## config.mk

```make
export PLATFORM = sky130hd
export DESIGN_NAME = acq_frame_scheduler_flat
export DESIGN_NICKNAME = d
export VERILOG_FILES = /design/src/rtl/acq_frame_scheduler_if.sv /design/src/rtl/acq_frame_scheduler.sv /design/src/flat_wrapper.sv
export SDC_FILE = /design/constraint.sdc
export NUM_CORES = 1
export LEC_CHECK = 0
export BUFFER_PORTS_ARGS = -buffer_cell sky130_fd_sc_hd__clkbuf_2
export CELL_PAD_IN_SITES_DETAIL_PLACEMENT = 0
export CELL_PAD_IN_SITES_GLOBAL_PLACEMENT = 1
export CORE_UTILIZATION = 47
export DETAILED_ROUTE_END_ITERATION = 16
export MAX_ROUTING_LAYER = met4
export PLACE_DENSITY = 0.86
export SLEW_MARGIN = 30
export SYNTH_ARGS = -nofsm -noshare
export SYNTH_HDL_FRONTEND = slang
export SYNTH_SLANG_ARGS = --single-unit
```

## constraint.sdc

```tcl
create_clock -name clk -period 6.69 [get_ports clk]
set_clock_uncertainty 0.15 [all_clocks]
set_input_delay 0.669 -clock clk [delete_from_list [all_inputs] [get_ports clk]]
set_output_delay 0.669 -clock clk [all_outputs]
set_load 0.05 [all_outputs]
```

## src/rtl/acq_frame_scheduler_if.sv

```systemverilog
// Control/status bundle between the acquisition frame scheduler and the
// host/DMA registers plus the multiport capture memory.
interface acq_frame_scheduler_if #(
  parameter int SENSORS = 8
);
  logic               enable;
  logic               err_clr;
  logic               sot;
  logic               rd_en;
  logic               eor;
  logic [SENSORS-1:0] ok_rx;
  logic               mem_clear;
  logic               eot_ok_rx;
  logic               busy;
  logic               frame_done;
  logic               frame_ok;
  logic [SENSORS-1:0] ok_mask;
  logic [15:0]        frame_cnt;
  logic               timeout_err;
  logic               len_err;

  modport master (
    output enable, err_clr, sot, rd_en, eor, ok_rx,
    input  mem_clear, eot_ok_rx, busy, frame_done, frame_ok, ok_mask,
           frame_cnt, timeout_err, len_err
  );

  modport slave (
    input  enable, err_clr, sot, rd_en, eor, ok_rx,
    output mem_clear, eot_ok_rx, busy, frame_done, frame_ok, ok_mask,
           frame_cnt, timeout_err, len_err
  );
endinterface

```

## src/rtl/acq_frame_scheduler.sv

```systemverilog
// Frame sequencer for the multiport capture memory: clear, collect until
// start-of-transfer, supervise DMA read-out, report CRC/length status.
module acq_frame_scheduler #(
  parameter int SENSORS        = 8,
  parameter int PACKET_BYTES   = 16,
  parameter int CRC_BYTES      = 2,
  parameter int TIMEOUT_CYCLES = 100000
) (
  input  logic                  clk,
  input  logic                  pon_n,
  acq_frame_scheduler_if.slave  bus
);
  localparam int EXP_BYTES = SENSORS * (PACKET_BYTES - CRC_BYTES);
  localparam int TW        = $clog2(TIMEOUT_CYCLES);
  localparam int BW        = $clog2(EXP_BYTES + 2);

  localparam logic [TW-1:0] T_LAST  = TW'(TIMEOUT_CYCLES - 1);
  localparam logic [BW:0]   CNT_EXP = (BW+1)'(EXP_BYTES);
  localparam logic [BW:0]   CNT_SAT = (BW+1)'(EXP_BYTES + 1);

  typedef enum logic [2:0] {
    IDLE, ARM, COLLECT, TRANSFER, REPORT, TOUT
  } state_t;

  state_t        state;
  logic [TW-1:0] timer;
  logic [BW-1:0] byte_cnt;
  logic          len_flag;
  logic [BW:0]   cnt_next;

  // one bit wider than byte_cnt so the saturated count plus a strobe still compares correctly
  always_comb begin
    cnt_next = {1'b0, byte_cnt} + (BW+1)'(bus.rd_en);
  end

  always_ff @(posedge clk or negedge pon_n) begin
    if (!pon_n) begin
      state           <= IDLE;
      timer           <= '0;
      byte_cnt        <= '0;
      len_flag        <= 1'b0;
      bus.mem_clear   <= 1'b0;
      bus.eot_ok_rx   <= 1'b0;
      bus.busy        <= 1'b0;
      bus.frame_done  <= 1'b0;
      bus.frame_ok    <= 1'b0;
      bus.ok_mask     <= '0;
      bus.frame_cnt   <= '0;
      bus.timeout_err <= 1'b0;
      bus.len_err     <= 1'b0;
    end else begin
      bus.mem_clear  <= 1'b0;
      bus.eot_ok_rx  <= 1'b0;
      bus.frame_done <= 1'b0;

      // clear first so a set event later in this block takes precedence
      if (bus.err_clr) begin
        bus.timeout_err <= 1'b0;
        bus.len_err     <= 1'b0;
      end

      case (state)
        IDLE: begin
          if (bus.enable) begin
            state         <= ARM;
            bus.mem_clear <= 1'b1;
            bus.busy      <= 1'b1;
          end
        end

        ARM: begin
          timer    <= '0;
          byte_cnt <= '0;
          len_flag <= 1'b0;
          state    <= COLLECT;
        end

        COLLECT: begin
          if (bus.sot) begin
            state <= TRANSFER;
            timer <= '0;
          end else if (timer == T_LAST) begin
            state <= TOUT;
          end else begin
            timer <= timer + TW'(1);
          end
        end

        TRANSFER: begin
          timer <= bus.rd_en ? '0 : timer + TW'(1);
          if (cnt_next <= CNT_SAT) byte_cnt <= cnt_next[BW-1:0];
          if (cnt_next > CNT_EXP) begin
            len_flag    <= 1'b1;
            bus.len_err <= 1'b1;
          end
          if (bus.eor) begin
            if (!bus.rd_en || cnt_next != CNT_EXP) begin
              len_flag    <= 1'b1;
              bus.len_err <= 1'b1;
            end
            state          <= REPORT;
            bus.frame_done <= 1'b1;
            bus.eot_ok_rx  <= 1'b1;
          end else if (timer == T_LAST) begin
            state <= TOUT;
          end
        end

        REPORT: begin
          bus.ok_mask   <= bus.ok_rx;
          bus.frame_ok  <= (&bus.ok_rx) & ~len_flag;
          bus.frame_cnt <= bus.frame_cnt + 16'd1;
          if (bus.enable) begin
            state         <= ARM;
            bus.mem_clear <= 1'b1;
          end else begin
            state    <= IDLE;
            bus.busy <= 1'b0;
          end
        end

        TOUT: begin
          bus.timeout_err <= 1'b1;
          bus.frame_ok    <= 1'b0;
          if (bus.enable) begin
            state         <= ARM;
            bus.mem_clear <= 1'b1;
          end else begin
            state    <= IDLE;
            bus.busy <= 1'b0;
          end
        end

        default: begin
          state    <= IDLE;
          bus.busy <= 1'b0;
        end
      endcase
    end
  end
endmodule

```

## src/flat_wrapper.sv

```systemverilog
// flat-port wrapper written by rule: the top's interface ports become plain ports
module acq_frame_scheduler_flat 
#(
  parameter int SENSORS        = 8,
  parameter int PACKET_BYTES   = 16,
  parameter int CRC_BYTES      = 2,
  parameter int TIMEOUT_CYCLES = 100000
)
  (clk, pon_n, bus_enable, bus_err_clr, bus_sot, bus_rd_en, bus_eor, bus_ok_rx, bus_mem_clear, bus_eot_ok_rx, bus_busy, bus_frame_done, bus_frame_ok, bus_ok_mask, bus_frame_cnt, bus_timeout_err, bus_len_err);
  acq_frame_scheduler_if #(.SENSORS(SENSORS)) bus_i ();
  input  logic clk;
  input  logic pon_n;
  input wire logic [$bits(bus_i.enable)-1:0] bus_enable;
  input wire logic [$bits(bus_i.err_clr)-1:0] bus_err_clr;
  input wire logic [$bits(bus_i.sot)-1:0] bus_sot;
  input wire logic [$bits(bus_i.rd_en)-1:0] bus_rd_en;
  input wire logic [$bits(bus_i.eor)-1:0] bus_eor;
  input wire logic [$bits(bus_i.ok_rx)-1:0] bus_ok_rx;
  output wire logic [$bits(bus_i.mem_clear)-1:0] bus_mem_clear;
  output wire logic [$bits(bus_i.eot_ok_rx)-1:0] bus_eot_ok_rx;
  output wire logic [$bits(bus_i.busy)-1:0] bus_busy;
  output wire logic [$bits(bus_i.frame_done)-1:0] bus_frame_done;
  output wire logic [$bits(bus_i.frame_ok)-1:0] bus_frame_ok;
  output wire logic [$bits(bus_i.ok_mask)-1:0] bus_ok_mask;
  output wire logic [$bits(bus_i.frame_cnt)-1:0] bus_frame_cnt;
  output wire logic [$bits(bus_i.timeout_err)-1:0] bus_timeout_err;
  output wire logic [$bits(bus_i.len_err)-1:0] bus_len_err;
  assign bus_i.enable = bus_enable;
  assign bus_i.err_clr = bus_err_clr;
  assign bus_i.sot = bus_sot;
  assign bus_i.rd_en = bus_rd_en;
  assign bus_i.eor = bus_eor;
  assign bus_i.ok_rx = bus_ok_rx;
  assign bus_mem_clear = bus_i.mem_clear;
  assign bus_eot_ok_rx = bus_i.eot_ok_rx;
  assign bus_busy = bus_i.busy;
  assign bus_frame_done = bus_i.frame_done;
  assign bus_frame_ok = bus_i.frame_ok;
  assign bus_ok_mask = bus_i.ok_mask;
  assign bus_frame_cnt = bus_i.frame_cnt;
  assign bus_timeout_err = bus_i.timeout_err;
  assign bus_len_err = bus_i.len_err;
  acq_frame_scheduler #(.SENSORS(SENSORS), .PACKET_BYTES(PACKET_BYTES), .CRC_BYTES(CRC_BYTES), .TIMEOUT_CYCLES(TIMEOUT_CYCLES)) u_core (.clk(clk), .pon_n(pon_n), .bus(bus_i));
endmodule
```

==> qor.txt <==
CLOCK TREE
----------------------------------------------------------------------------------------
Post-cts gate resize count                                                             0
Clk Latency, worst-skew pair                                                      340 ps
Post-CTS setup buffer count                                                            0
Number of buffers on the longest clock path                                            2
CTS Root Buffer Type                                                        sky130_fd_sc_hd__clkbuf_8
TritonCTS Buffers                                                                      9
Clock slew seen by the registers of the worst setup and hold paths                 70 ps
H-tree lvl count                                                                       3
Clock Sink Count                                                                      58
CTS tree                                                                             yes
Hold buffers post-CTS                                                                  0

CRITICAL PATH
----------------------------------------------------------------------------------------
Delay-heaviest family, CP                                                   simple AND/OR/NAND/NOR gates
Reg-to-Reg Start                                                            u_core.timer[6]
End point of the critical path                                              u_core.timer[9]
Internal reg-to-reg setup slack                                                  3820 ps
Crit. Startpoint                                                            u_core.timer[6]
CP bufs+invs                                                                           0
Crit path DAT                                                                    2930 ps
Number of cells on the worst reg-to-reg path                                           6
CP required                                                                      6750 ps
Top fanout value on the critical path                                                 23
Startpoint type of the worst setup path                                        flip-flop
Endpoint type of the worst setup path                                          flip-flop
Reg2Reg Capture Point                                                       u_core.timer[9]
Kind of critical path                                                            reg2reg
Cell Chain, Critical Path                                                   or4_1 > nor4_2 > a211o_1 > nor2_1 > nand3_1 > o21ai_0
Cell count along the critical path                                                     6
Cell at the slowest stage of the critical path                              sky130_fd_sc_hd__a211o_1
Maximum single-stage delay on the critical path                                   660 ps

GLOBAL ROUTE
----------------------------------------------------------------------------------------
Largest net degree at the start of global routing                                     59
Vias in the first global route                                                      2130
Number of antenna violations at the first check in global routing                      0
First-pass GRT wire length                                                       9729 um
Aggregate global routing overflow                                                      0
Total global-route track usage                                                    20.23%

STA
----------------------------------------------------------------------------------------
Final worst-path setup slack                                                     3819 ps
Crit path time final                                                             2871 ps
Worst slew slack as a fraction of its limit                                       47.28%
Fraction of the cycle the final worst path needs                                  42.91%
Final-report max-slew violation count                                                  0
Highest attainable clock frequency                                            0.3483 GHz
Number of hold violations in the final report                                          0
Worst Tran Pin Value                                                            787.9 ps
Final-layout setup total negative slack                                             0 ps
Count of final setup violators                                                         0
Worst slack on hold paths                                                       316.6 ps
RSZ-0062 raised after global routing                                                  no

PLACED DESIGN
----------------------------------------------------------------------------------------
Total half-perimeter wirelength after legalization and detailed placement        4069 um
Standard cell area after detailed placement                                 0.003197 mm2
GP Congestion                                                                     0.7617
Placement Setup Slack                                                            3696 ps
Number of port buffers                                                                45

DETAILED ROUTING
----------------------------------------------------------------------------------------
Total wire length after detailed routing                                         5998 um
Via-to-Cell Ratio                                                                  5.522
Wire length per cell                                                            14.11 um
DRC marker count from the first detailed-route iteration                             125
Remaining antenna violation count                                                      0
Iteration count of the initial detailed-routing pass                                   6
Overall via count from detail_route                                                 2347
DR DRC count                                                                           0

FLOORPLAN
----------------------------------------------------------------------------------------
Area inside the core boundary                                               0.005956 mm2
Starting density of the core                                                      49.24%
Die boundary width                                                              81.00 um
Chip height                                                                     81.00 um
Count of standard-cell rows                                                           28
Die outline area                                                            0.006560 mm2
I/O pin count                                                                         46

PWR
----------------------------------------------------------------------------------------
IR drop worst, VDD                                                             0.2783 mV
Logic pwr share                                                                    37.9%
NetSw                                                                           570.4 uW
Power consumption                                                                1285 uW
Total power divided by cell area                                            380.1 mW/mm2
Sequential Power Share                                                             39.6%
Static power due to leakage                                                  0.001587 uW
Switching part of the total power                                                 44.40%
Clock share of power                                                               22.5%
Internal power                                                                  714.2 uW

SYNTHESIS
----------------------------------------------------------------------------------------
Most used standard cell by instance count after synthesis                   sky130_fd_sc_hd__dfrtp_1
Proportion of netlist area held by the largest area contributor                   49.49%
Cell variety after synth                                                              48
Commonest cells in the netlist                                              sky130_fd_sc_hd__dfrtp_1, sky130_fd_sc_hd__nand2_1, sky130_fd_sc_hd__nor2_1
Synth area leader                                                           sky130_fd_sc_hd__dfrtp_1
Number of flops mapped to enable cells by yosys                                        0
Leading register cell type out of synthesis                                 sky130_fd_sc_hd__dfrtp_1
Ranking of synthesized cells by area                                        sky130_fd_sc_hd__dfrtp_1, sky130_fd_sc_hd__xnor2_1, sky130_fd_sc_hd__nand2_1, sky130_fd_sc_hd__mux2_2, sky130_fd_sc_hd__nor2_1
Average size of a mapped cell                                                  9.744 um2
Portion of the post-synthesis area used by sequential elements                    49.49%
Synthesis-stage register bit count                                                    58
Total standard cell area after synthesis                                    0.002933 mm2
Number of nets in the synthesized netlist                                            320
Gate count after technology mapping                                                  301
Synthesis warning total                                                                0
Share of flip-flops with an asynchronous set or reset after synthesis             100.0%

RUN
----------------------------------------------------------------------------------------
Max-cap violation count                                                                0

CELLS AND AREA
----------------------------------------------------------------------------------------
Share of final-layout standard cells stronger than drive strength 1               21.71%
Synthesis-to-finish area growth                                                   15.23%
Area of all placed cells without fillers                                    0.003379 mm2
Number of nets in the layout                                                         364
Antenna diodes                                                                         0

MIN PATH
----------------------------------------------------------------------------------------
Path class of the lowest-slack min-delay path                                   in2async

OUTCOME
----------------------------------------------------------------------------------------
Result of the run                                                           finished, final reports clean

[per-stage QoR]
stage / cells / utilization [%]
2_1_floorplan: 301 / -
3_3_place_gp: 409 / 53.68
3_5_place_dp: 409 / 53.68
4_1_cts: 425 / 56.70
5_1_grt: 425 / 56.74
6_report: 425 / 56.74
[power by group through the flow]
stage	combinational [uW]	clock [uW]	sequential [uW]
final	487	289	508
after global routing	533	312	523
after CTS	490	296	508
after detailed placement	488	0	515
after global placement	482	0	513
after floorplan	266	0	631
[cell usage in the layout (no fill, tap or decap), types with 3 or more instances in the layout]
master / instances
sky130_fd_sc_hd__inv_1: 9
sky130_fd_sc_hd__nand2b_1: 5
sky130_fd_sc_hd__nand3_1: 14
sky130_fd_sc_hd__clkbuf_8: 10
sky130_fd_sc_hd__nand2_1: 31
sky130_fd_sc_hd__xnor2_1: 14
sky130_fd_sc_hd__nor4_1: 3
sky130_fd_sc_hd__nor2_1: 26
sky130_fd_sc_hd__clkbuf_2: 45
sky130_fd_sc_hd__and4_1: 4
sky130_fd_sc_hd__dfrtp_1: 58
sky130_fd_sc_hd__a31oi_1: 3
sky130_fd_sc_hd__nor2b_1: 5
sky130_fd_sc_hd__and3_1: 11
sky130_fd_sc_hd__ha_1: 4
sky130_fd_sc_hd__o31ai_1: 8
sky130_fd_sc_hd__nand3b_1: 4
sky130_fd_sc_hd__nor3_1: 4
sky130_fd_sc_hd__a211o_1: 3
sky130_fd_sc_hd__mux2i_1: 3
sky130_fd_sc_hd__nand4_1: 7
sky130_fd_sc_hd__o21ai_0: 17
sky130_fd_sc_hd__o21ai_1: 6
sky130_fd_sc_hd__o22ai_1: 3
sky130_fd_sc_hd__xor2_1: 4
sky130_fd_sc_hd__a21oi_1: 8
sky130_fd_sc_hd__mux2_2: 9
[area by class of cell]
cell class,count,area (um2)
fillers,559,2576
clock inverters,6,42.54
multi-input cells,220,1380
inverters,9,33.78
well taps,75,93.84
flip-flops and latches,58,1451
repair buffers,47,240.2
clock buffers,10,137.6
[how the worst min path moves through the flow]
stage                                to  slack, ps  cells past startpoint
2_1_floorplan           u_core.bus.busy        220                      0
3_3_place_gp   u_core.bus.frame_cnt[15]        320                      1
3_5_place_dp   u_core.bus.frame_cnt[15]        320                      1
4_1_cts        u_core.bus.frame_cnt[15]        320                      1
5_1_grt        u_core.bus.frame_cnt[15]        330                      1
6_report             u_core.byte_cnt[2]        320                      2
[registers in the layout, indices dropped and copies added, names as in the netlist, 3 cells and up]
name                  count
u_core.timer             17
u_core.bus.frame_cnt     16
u_core.bus.ok_mask        8
u_core.byte_cnt           7
u_core.state              3
[cells by family after synthesis]
group	synth area share, %
AND/OR/NAND/NOR	21.89
adder cells (fa/ha/maj)	1.707
flip-flops	49.49
multiplexers	4.480
XOR/XNOR	5.375
buffers and inverters	3.541
AO/OA/AOI/OAI	13.52
[per-layer routing]
metal | track usage (%) | part of all wire, %
met3 | 3.933 | 4.6
met2 | 31.60 | 45
met4 | 9.464 | 1.8
met1 | 25.27 | 49
met5 | - | 0
(Power assumes the default switching activity.)
